===== src/rtl/booth_mult_if.sv =====
// booth_mult_if: operand, handshake and product bundle between the control unit and the Booth multiplier.
interface booth_mult_if #(parameter int WIDTH = 32);
    logic [WIDTH-1:0] regA_out;
    logic [WIDTH-1:0] regB_out;
    logic             multControl;
    logic             multBusy;
    logic             multDone;
    logic [WIDTH-1:0] hi_entrance;
    logic [WIDTH-1:0] lo_entrance;
    modport master (
        output regA_out, regB_out, multControl,
        input  multBusy, multDone, hi_entrance, lo_entrance
    );
    modport slave (
        input  regA_out, regB_out, multControl,
        output multBusy, multDone, hi_entrance, lo_entrance
    );
endinterface


===== src/rtl/booth_mult.sv =====
// booth_mult: sequential signed WIDTH x WIDTH radix-2 Booth multiplier, one step per clock, HI/LO registered on done.
module booth_mult #(
    parameter int WIDTH = 32
) (
    input  logic        clock,
    input  logic        reset,
    booth_mult_if.slave bus
);
    localparam int CW = $clog2(WIDTH);

    typedef enum logic [1:0] {S_IDLE, S_RUN, S_DONE} state_t;

    state_t           r_state, w_next;
    logic [WIDTH:0]   r_m, r_acc, w_sum;
    logic [WIDTH-1:0] r_q, r_hi, r_lo;
    logic             r_q1, r_done;
    logic [CW-1:0]    r_count;

    always_ff @(posedge clock) r_state <= reset ? S_IDLE : w_next;

    always_comb begin
        w_next = r_state == S_IDLE ? (bus.multControl ? S_RUN : S_IDLE)
               : r_state == S_RUN  ? (r_count == CW'(WIDTH - 1) ? S_DONE : S_RUN)
               : S_IDLE;
        w_sum  = {r_q[0], r_q1} == 2'b01 ? r_acc + r_m
               : {r_q[0], r_q1} == 2'b10 ? r_acc - r_m
               : r_acc;
    end

    // ACC is one bit wider than the operands so that subtracting M = -2^(WIDTH-1) cannot overflow.
    always_ff @(posedge clock) begin
        if (reset) begin
            r_m     <= '0;
            r_acc   <= '0;
            r_q     <= '0;
            r_q1    <= 1'b0;
            r_count <= '0;
            r_hi    <= '0;
            r_lo    <= '0;
            r_done  <= 1'b0;
        end else begin
            r_done <= 1'b0;
            if (r_state == S_IDLE && bus.multControl) begin
                r_m     <= {bus.regA_out[WIDTH-1], bus.regA_out};
                r_acc   <= '0;
                r_q     <= bus.regB_out;
                r_q1    <= 1'b0;
                r_count <= '0;
            end else if (r_state == S_RUN) begin
                {r_acc, r_q, r_q1} <= {w_sum[WIDTH], w_sum, r_q};
                r_count            <= r_count + CW'(1);
            end else if (r_state == S_DONE) begin
                r_hi   <= r_acc[WIDTH-1:0];
                r_lo   <= r_q;
                r_done <= 1'b1;
            end
        end
    end

    assign bus.multBusy    = r_state != S_IDLE;
    assign bus.multDone    = r_done;
    assign bus.hi_entrance = r_hi;
    assign bus.lo_entrance = r_lo;
endmodule


===== src/flat_wrapper.sv =====
// flat-port wrapper written by rule: the top's interface ports become plain ports
module booth_mult_flat 
#(
    parameter int WIDTH = 32
)
  (clock, reset, bus_regA_out, bus_regB_out, bus_multControl, bus_multBusy, bus_multDone, bus_hi_entrance, bus_lo_entrance);
  booth_mult_if #(.WIDTH(WIDTH)) bus_i ();
  input  logic clock;
  input  logic reset;
  input wire logic [$bits(bus_i.regA_out)-1:0] bus_regA_out;
  input wire logic [$bits(bus_i.regB_out)-1:0] bus_regB_out;
  input wire logic [$bits(bus_i.multControl)-1:0] bus_multControl;
  output wire logic [$bits(bus_i.multBusy)-1:0] bus_multBusy;
  output wire logic [$bits(bus_i.multDone)-1:0] bus_multDone;
  output wire logic [$bits(bus_i.hi_entrance)-1:0] bus_hi_entrance;
  output wire logic [$bits(bus_i.lo_entrance)-1:0] bus_lo_entrance;
  assign bus_i.regA_out = bus_regA_out;
  assign bus_i.regB_out = bus_regB_out;
  assign bus_i.multControl = bus_multControl;
  assign bus_multBusy = bus_i.multBusy;
  assign bus_multDone = bus_i.multDone;
  assign bus_hi_entrance = bus_i.hi_entrance;
  assign bus_lo_entrance = bus_i.lo_entrance;
  booth_mult #(.WIDTH(WIDTH)) u_core (.clock(clock), .reset(reset), .bus(bus_i));
endmodule

===== config.mk =====
export PLATFORM = sky130hd
export DESIGN_NAME = booth_mult_flat
export DESIGN_NICKNAME = d
export VERILOG_FILES = /design/src/rtl/booth_mult_if.sv /design/src/rtl/booth_mult.sv /design/src/flat_wrapper.sv
export SDC_FILE = /design/constraint.sdc
export NUM_CORES = 1
export LEC_CHECK = 0
export ABC_AREA = 0
export ABC_CLOCK_PERIOD_IN_PS = 7200
export CAP_MARGIN = 10
export CORE_ASPECT_RATIO = 1.4
export CORE_MARGIN = 4
export CORE_UTILIZATION = 41
export DETAILED_ROUTE_END_ITERATION = 8
export SYNTH_ARGS = -nofsm -noshare
export SYNTH_HDL_FRONTEND = slang
export SYNTH_SLANG_ARGS = --single-unit

===== constraint.sdc =====
create_clock -name clock -period 7.2 [get_ports clock]
set_input_delay 1.44 -clock clock [delete_from_list [all_inputs] [get_ports clock]]
set_output_delay 1.44 -clock clock [all_outputs]
set_load 0.01 [all_outputs]

== Yosys cells after proc, flatten, opt, wreduce, memory -nomap -nowiden ==
Index checks and enable logic that the tools add are counted.
Storage, ports and cells
  bits in registers: 169
  bits of input ports: 67
  output and inout bits: 66
  logic and storage cells: 35
Cells by class
  $add $sub $neg: 3
  eq/ne operators: 5
  muxes and demuxes: 9
  bitwise logic cells: 2
  reductions and logical operators: 7
Operator list (count)
  $mux W33: 2
  $mux W32: 2
  $add A32 B32 Y33: 1
  $sub A32 B32 Y33: 1
  $mux W2: 3
  $add A5 B1 Y5 const B: 1
  $eq A5 B5 Y1 const B: 1
  $eq A2 B1 Y1 const B: 2
  $eq A2 B2 Y1 const B: 2
  $reduce_bool A2 Y1: 2
  $reduce_and A3 Y1: 1
  $reduce_or A3 Y1: 1
  $logic_not A2 Y1: 1
  $mux W1: 2
  $not A1 Y1: 2
  $reduce_or A2 Y1: 1
  $logic_and A1 B1 Y1: 1

== Longest topological paths before layout ==
Gate-level depths: netlist of run 1.
  word-level depth: 5
  mapped depth: 12
  mapped depth without buffers: 12

== Least setup slack after synthesis of run 1 ==
OpenSTA, ideal clock, no wires.
  kind: register to register
  from: register u_core.r_acc[0]
  to: register u_core.r_acc[23]
  setup time: 0.119 ns
  data arrival time: 2.775 ns
  data required time: 7.081 ns
  setup slack: 4.307 ns
  cell stages (with the launch flop): 13
  buffers on the path: 0
  period minus slack after synthesis: 2.893 ns
  path through: dfxtp_1 > inv_1 > ha_1 > fa_1 > nand3b_1 > a21oi_1 > nor2_1 > o21bai_1 > a31oi_1 > o41ai_1 > xnor2_1 > o21ai_0 > o221a_2
Between the ends
  cells in the longest elaborated chain, start to end: 3
  elaborated cells on any way between the ends: 4
  those cells by class: add/sub: 2; mux: 2
RTL lines
  start: declaration: line booth_mult.sv:14  | logic [WIDTH:0] r_m, r_acc, w_sum;
  start signal: assignment: line booth_mult.sv:50  | {r_acc, r_q, r_q1} <= {w_sum[WIDTH], w_sum, r_q};
  $sub A32 B32 Y33: line booth_mult.sv:26  | : {r_q[0], r_q1} == 2'b10 ? r_acc - r_m
  $mux W33: line booth_mult.sv:26
  $mux W33 (*): line booth_mult.sv:25  | w_sum = {r_q[0], r_q1} == 2'b01 ? r_acc + r_m
Every way passes the cells marked *; elsewhere a longest branch is shown, timed or not.
A chain may end at the register's enable or synchronous reset.

== Worst setup path in the final report of run 1 ==
Same ends and word-level chain as after synthesis.

==> implementation parameters, run 1 <==
Parameter                              Value

Synthesis
  Number of synthesized register bits ... about 170
  Number of enable flip-flop cells after synthesis ... 0
  Synth Instances ... between 1000 and 1500
  Top_reg_cell synth ... sky130_fd_sc_hd__dfxtp_1
  Mean cell area of the mapped netlist ... about 7.5 um2
  Post-synthesis instance area ... 10200 um2
  Post-Synthesis Net Count ... about 1500
  Fraction of the yosys area taken by sequential cells ... 0.330
  Distinct cells, synth ... 77
  Asr flop ratio synth ... 0
  Total of warnings raised by yosys ... 0

Global routing
  Residual overflow from global routing ... 0
  Wire length of the first global-routing pass ... between 50000 and 60000 um
  Pin count of the biggest net entering global routing ... 78
  Antenna violations before repair ... 0
  Via count of the first global-routing pass ... around 10000
  Aggregate global-route resource usage ... 0.230

Timing
  Portion of the clock cycle consumed by the worst path in the final layout ... 0.478
  Final sum of negative setup slack ... 0 ns
  Final setup violation count ... 0
  Final count of pins violating max slew ... 0
  Number of hold-slack violations in the final timing report ... 0
  Max_slew headroom ... 0.309
  Clock period minus worst slack ... 3.44 ns
  Clock skew after layout ... 0.00923 ns
  Final hold slack ... ~0.45 ns
  RSZ-0062 raised after global routing ... false
  Least-Margin Pin Slew ... 1.04 ns
  Maximum operating frequency ... 0.290 GHz
  Setup slack of the critical path after layout ... around 3.8 ns

Worst setup path
  Critical path endpoint category ... flop
  Critical-path maximum fanout ... 5
  Crit-path max cell delay ... around 0.60 ns
  Worst path top cell family by delay ... compound AO/OA/AOI/OAI gates
  Most Frequent Cell on Critical Path ... sky130_fd_sc_hd__o21ai_0
  WS Path Type ... flop to flop
  Element type at the critical path start ... flop
  Crit path DAT ... 3.83 ns
  Crit. path cell count ... 11
  Critical-path cell with the highest stage delay ... sky130_fd_sc_hd__a31oi_1
  Worst Path Buf+Inv ... 0
  R2R Setup Slk ... about 3.8 ns
  Count of cells along the worst register-to-register path ... 11
  Data required time of the worst path ... about 7.6 ns
  Cell chain of the critical path ... ha_1 -> fa_1 -> and2b_2 -> o21ai_0 -> nand3b_1 -> a31oi_1 -> o31a_1 -> o21ai_0 -> o211ai_1 -> mux2i_1 -> o221a_2
  Worst R2R End ... u_core.r_acc[23]
  Reg-to-reg startpoint ... u_core.r_acc[0]

Die
  Number of rows in the core area ... a little under 70
  Number of ports placed on the die boundary ... about 130
  Placeable core region ... 24700 um2
  Area of the die ... between 20000 and 30000 um2
  Height of the die ... 195 um
  Die span in x ... about 140 um
  Initial core utilization ... 0.415

Clocking
  Master cell of the clock root buffer ... sky130_fd_sc_hd__clkbuf_16
  CTS tree ... built
  Reg clk slew, reported paths ... about 0.070 ns
  Number of buffers inserted by hold repair at cts ... 0
  Post-cts repair resize count ... 0
  Maximum clock path buffer count ... 2
  Clock buffers created by TritonCTS ... 17
  CTS H-Tree Depth ... 4
  Post-CTS repair timing setup buffer count ... 0
  Sinks on Clock Net ... around 170
  Clock latency at the later pin of the worst-skew pair ... 0.44 ns

Job
  Max-cap viol count ... 0

Placement
  Half-perimeter wire length after detailed placement ... 22200 um
  Area post-placement ... around 12000 um2
  Number of port buffers ... ~130
  Global placer's final weighted congestion ... between 1 and 1.5
  Worst setup slack after placement ... 3.75 ns

Detailed routing
  Total length of routed wires ... 32500 um
  Count of vias placed by the detailed router ... 10100
  Drt drc ... 0
  Routed length per instance ... around 18 um
  Vias per cell ... 5.74
  Initial detailed-routing violation count ... 660
  Routed Antenna Nets ... 0
  Number of search-and-repair iterations in the first detailed-routing pass ... 5

Power
  Ratio of total power to cell area ... ~200 nW/um2
  Leakage power total ... 0.00462 uW
  Peak ir drop on the vdd network ... approximately 0.17 mV
  Power after layout ... about 2400 uW

Hold path
  Worst min-delay path class ... flop to flop
  Capture endpoint of the worst hold path ... u_core.bus.hi_entrance[12]
  Worst Hold Launch ... u_core.bus.hi_entrance[12]
  Hold-critical path depth ... 2

Finish
  Growth of design area from synthesis to finish ... 18.6%
  Fraction of layout cells with a size suffix above 1 ... 0.0497
  Filler cell count ... 2530
  Antenna Diode Count ... 0
  Total non-filler cell area in the finished layout ... approximately 12000 um2
  Count of nets after finishing ... approximately 1600

Outcome
  Run status ... complete, no violations
-- state kept, by name, indices dropped and copies added, names as in the netlist --
register                cells
u_core.r_count              5
u_core.r_m                 32
u_core.bus.hi_entrance     32
u_core.r_q1                 1
u_core.bus.multDone         1
u_core.r_state              2
u_core.r_acc               32
u_core.bus.lo_entrance     32
u_core.r_q                 32
-- area by class of cell --
cell class,count,area [um2],share of cell area
multi-input combinational,1038,6140,0.505
sequential,169,3380,0.279
timing repair buffer,145,1420,0.117
clock buffer,18,439,0.0362
tap,315,394,0.0324
inverter,64,240,0.0198
clock inverter,14,135,0.0111
-- routing by layer --
layer / global-route usage / part of all wire / wire (um)
met3: 0.0497 / 0.053 / 1730
met5: 0 / 0 / 0
met4: 0.0932 / 0.033 / 1090
met1: 0.275 / 0.42 / 13500
met2: 0.399 / 0.50 / 16200
-- layout by cell type (no fill, tap or decap), drive strengths merged, types with 4 or more instances in the layout --
master / count
xnor2: 11
a211o: 7
o31ai: 6
a211oi: 11
or3: 7
a311oi: 4
buf: 14
mux2i: 4
a2bb2oi: 4
nor4: 7
ha: 68
o211ai: 11
o221a: 5
a22oi: 38
nand3: 16
nand2b: 14
a221oi: 11
nor3: 19
nor2: 82
inv: 69
clkdlybuf4s50: 131
o22a: 5
nand2: 288
dfxtp: 169
o22ai: 17
clkinv: 6
nor2b: 11
o311ai: 6
a21oi: 214
a31oi: 12
o221ai: 8
o21bai: 19
a21o: 18
clkbuf: 18
nand4: 8
o21ai: 53
-- power by group --
part	switching [uW]	internal [uW]
registers	33.0	967
clock network	423	494
logic	319	193
-- tightest hold or removal path: stages, from the launching register on --
cell                      delay, ns
sky130_fd_sc_hd__dfxtp_1       0.31
sky130_fd_sc_hd__nand2_1       0.05
sky130_fd_sc_hd__a21oi_1       0.05
-- how the worst max path moves through the flow --
stage / startpoint / endpoint / slack [ns]
2_1_floorplan: u_core.r_acc[0] / u_core.r_acc[23] / 4.31
3_3_place_gp: bus_multControl / u_core.r_q[31] / 3.79
3_5_place_dp: bus_multControl / u_core.r_q[31] / 3.75
4_1_cts: u_core.r_q[0] / u_core.r_acc[22] / 3.79
5_1_grt: u_core.r_acc[0] / u_core.r_acc[23] / 3.56
6_report: u_core.r_acc[0] / u_core.r_acc[23] / 3.76
-- cells by family after synthesis --
kind of cell | after synthesis | synth area share
AO/OA/AOI/OAI | 480 | 0.299
AND/OR/NAND/NOR | 470 | 0.194
flip-flops | 169 | 0.330
buffers and inverters | 161 | 0.0727
adder cells (fa/ha/maj) | 70 | 0.0870
XOR/XNOR | 13 | 0.0111
multiplexers | 5 | 0.00501
-- cell usage after synthesis, drive strengths merged, types with 8 or more instances --
cell type / instances / share of area
nand2: 288 / 0.11
a21oi: 214 / 0.10
dfxtp: 169 / 0.33
nor2: 82 / 0.030
clkbuf: 75 / 0.038
ha: 68 / 0.083
inv: 63 / 0.023
o21ai: 53 / 0.026
a22oi: 38 / 0.028
buf: 22 / 0.011
nor3: 19 / 0.0093
o21bai: 19 / 0.014
a21o: 18 / 0.013
o22ai: 17 / 0.010
nand3: 16 / 0.0078
nand2b: 14 / 0.0085
a31oi: 12 / 0.0073
a211oi: 11 / 0.0081
a221oi: 11 / 0.0094
nor2b: 11 / 0.0067
o211ai: 11 / 0.0081
xnor2: 11 / 0.0094
nand4: 8 / 0.0049
o221ai: 8 / 0.0068
-- metrics by stage --
step	cells	util
final	1763	0.492
after global routing	1763	0.492
after CTS	1763	0.492
after detailed placement	1731	0.469
after global placement	1731	0.469
after floorplan	1368	-
No activity file was read; power rests on OpenSTA's default activity.
==> inputs of run 2 (changes only) <==
- ABC_CLOCK_PERIOD_IN_PS: 7200 -> 3400
- clock period: 7.2 -> 3.4 ns (I/O delays scaled with it)
==> run 2 against run 1 <==
Net effect:
- combinational power up 120%
- utilization up 1.2 points
- final area up 2.4%
- sequential power up 110%
- critical path depth unchanged
- sequential share of layout area down 0.64 points
- via count up 1.1%
- hold slack worse by 0.0016 ns
- largest power group unchanged
==> implementation parameters, run 2 (synthesis gave the netlist of run 1 again) <==
Parameter                              Value

Finish
  Area of the multi-input gates ... 6150 um2
  Filler cell count ... between 2000 and 2500
  Commonest non-fill, non-tap cells in the layout ... sky130_fd_sc_hd__nand2_1 (288), sky130_fd_sc_hd__a21oi_1 (214), sky130_fd_sc_hd__dfxtp_1 (169)
  Count of nets after finishing ... around 1600
  Antenna Diode Count ... 0
  Leading cell type in the layout, fill and taps excluded ... sky130_fd_sc_hd__nand2_1
  Combined flip-flop and latch cell area ... 3380 um2
  Total non-filler cell area in the finished layout ... around 12000 um2
  Growth of design area from synthesis to finish ... 21.4%
  Fraction of layout cells with a size suffix above 1 ... 0.0709

Power
  Ratio of total power to cell area ... 424 nW/um2
  Leakage power total ... ~0.0048 uW
  Peak ir drop on the vdd network ... ~0.39 mV

Detailed routing
  Total length of routed wires ... 33300 um
  Count of vias placed by the detailed router ... between 10000 and 15000
  Drt drc ... 0
  Number of search-and-repair iterations in the first detailed-routing pass ... 5
  Vias per cell ... roughly 5.7
  Initial detailed-routing violation count ... 644
  Routed length per instance ... approximately 19 um
  Routed Antenna Nets ... 0

Timing
  Max_slew headroom ... 0.463
  Number of hold-slack violations in the final timing report ... 0
  RSZ-0062 raised after global routing ... false
  Final setup violation count ... 0
  Clock skew after layout ... roughly 0.014 ns
  Maximum operating frequency ... ~0.31 GHz
  Final sum of negative setup slack ... 0 ns
  Least-Margin Pin Slew ... between 0.8 and 0.9 ns
  Portion of the clock cycle consumed by the worst path in the final layout ... 0.943
  Clock period minus worst slack ... 3.20 ns
  Final count of pins violating max slew ... 0

Clocking
  Number of buffers inserted by hold repair at cts ... 0
  Maximum clock path buffer count ... 2
  Clock buffers created by TritonCTS ... 17
  Master cell of the clock root buffer ... sky130_fd_sc_hd__clkbuf_16
  Reg clk slew, reported paths ... approximately 0.080 ns
  CTS H-Tree Depth ... 4
  Clock latency at the later pin of the worst-skew pair ... between 0.4 and 0.5 ns
  Sinks on Clock Net ... 169
  CTS tree ... built

Die
  Number of rows in the core area ... 68
  Die span in x ... ~140 um
  Number of ports placed on the die boundary ... approximately 130
  Placeable core region ... roughly 25000 um2
  Area of the die ... between 20000 and 30000 um2
  Initial core utilization ... 0.415
  Height of the die ... 195 um

Worst setup path
  WS Path Type ... flop to flop
  Element type at the critical path start ... flop
  Cell chain of the critical path ... inv_1 -> ha_1 -> or2_2 -> or3_1 -> a221oi_1 -> o221ai_1 -> a21oi_1 -> a41oi_1 -> nand2b_1 -> a32o_1 -> a21oi_1
  Crit. path cell count ... 11
  Critical path endpoint category ... flop
  Crit path DAT ... 3.59 ns
  Worst Path Buf+Inv ... 1
  Critical-path cell with the highest stage delay ... sky130_fd_sc_hd__a221oi_1
  Worst path top cell family by delay ... compound AO/OA/AOI/OAI gates
  Most Frequent Cell on Critical Path ... sky130_fd_sc_hd__a21oi_1
  Count of cells along the worst register-to-register path ... 11
  Critical-path maximum fanout ... 3
  Data required time of the worst path ... roughly 3.8 ns
  Crit-path max cell delay ... 0.46 ns

Global routing
  Residual overflow from global routing ... 0
  Aggregate global-route resource usage ... 0.236
  Via count of the first global-routing pass ... just under 10000
  Antenna violations before repair ... 0
  Pin count of the biggest net entering global routing ... 48
  Wire length of the first global-routing pass ... around 53000 um

Placement
  Area post-placement ... roughly 12000 um2
  Half-perimeter wire length after detailed placement ... 24100 um
  Number of port buffers ... 132
  Global placer's final weighted congestion ... 0.968

Hold path
  Hold-critical path depth ... 2
  Worst min-delay path class ... flop to flop

Outcome
  Run status ... complete, no violations

Job
  Max-cap viol count ... 0
run 2: changes by cell type in the layout (fill, tap and decap cells not counted):
cell,delta
sky130_fd_sc_hd__buf_12,+1
sky130_fd_sc_hd__o41ai_2,+1
sky130_fd_sc_hd__bufinv_16,+1
sky130_fd_sc_hd__inv_6,-3
sky130_fd_sc_hd__clkinv_2,-1
sky130_fd_sc_hd__clkbuf_1,+1
sky130_fd_sc_hd__buf_4,+32
sky130_fd_sc_hd__o41ai_1,-1
sky130_fd_sc_hd__clkinvlp_4,-1
sky130_fd_sc_hd__clkinv_4,+2
sky130_fd_sc_hd__nor4_2,+1
sky130_fd_sc_hd__nor4_1,-1
run 2: power breakdown:
part | total (uW) | switching (uW) | internal, uW | leakage [uW]
clock network | 2010 | 896 | 1110 | 0.000287
registers | 2120 | 67.9 | 2050 | 0.00137
logic | 1150 | 698 | 451 | 0.00313
run 2: tightest hold or removal path: cells and delay by family, from the launching register on:
kind            cells  cell delay (ns)
flops               1             0.31
compound gates      1             0.05
simple gates        1             0.05
run 2: path summary, 6_finish.rpt:
kind / from / to / slack (ns)
worst min register to register: u_core.bus.hi_entrance[10] / u_core.bus.hi_entrance[10] / 0.45
worst max register to register: u_core.r_m[17] / u_core.r_acc[27] / 0.20
worst min-delay path: u_core.bus.hi_entrance[10] / u_core.bus.hi_entrance[10] / 0.45
worst max-delay path: u_core.r_m[17] / u_core.r_acc[27] / 0.20
run 2: layout make-up:
class | instances | area share
clock inverter | 12 | 0.0116
multi-input combinational | 1038 | 0.495
clock buffer | 19 | 0.0356
tap | 315 | 0.0317
sequential | 169 | 0.272
timing repair buffer | 178 | 0.135
inverter | 64 | 0.0193
run 2: layer usage:
metal  GRT usage  routed length, um  vias up
met2       0.410              16500      302
met1       0.277              13900     4823
met3      0.0490               1770       72
met4       0.103               1190        0
li1            -                  -     5023
met5           0                  0        -
run 2: what timing repair did:
| action | 4_1_cts | 5_1_grt |
|---|---|---|
| resized for setup | 0 | 2 |
| setup buffers | 0 | 0 |
| endpoints found under the setup margin | 0 | 2 |
run 2: stage by stage:
stage | cells | power (uW) | util | hold slack [ns] | worst slack [ns]
global route | 1795 | 5510 | 0.504 | 0.468 | 0.0455
detailed placement | 1764 | 3290 | 0.480 | 0.446 | 0.167
global placement | 1764 | 3290 | 0.480 | 0.442 | 0.315
floorplan | 1368 | 2910 | - | 0.440 | 0.507
finish | 1795 | 5270 | 0.504 | 0.452 | 0.195
CTS | 1795 | 5300 | 0.503 | 0.456 | 0.136
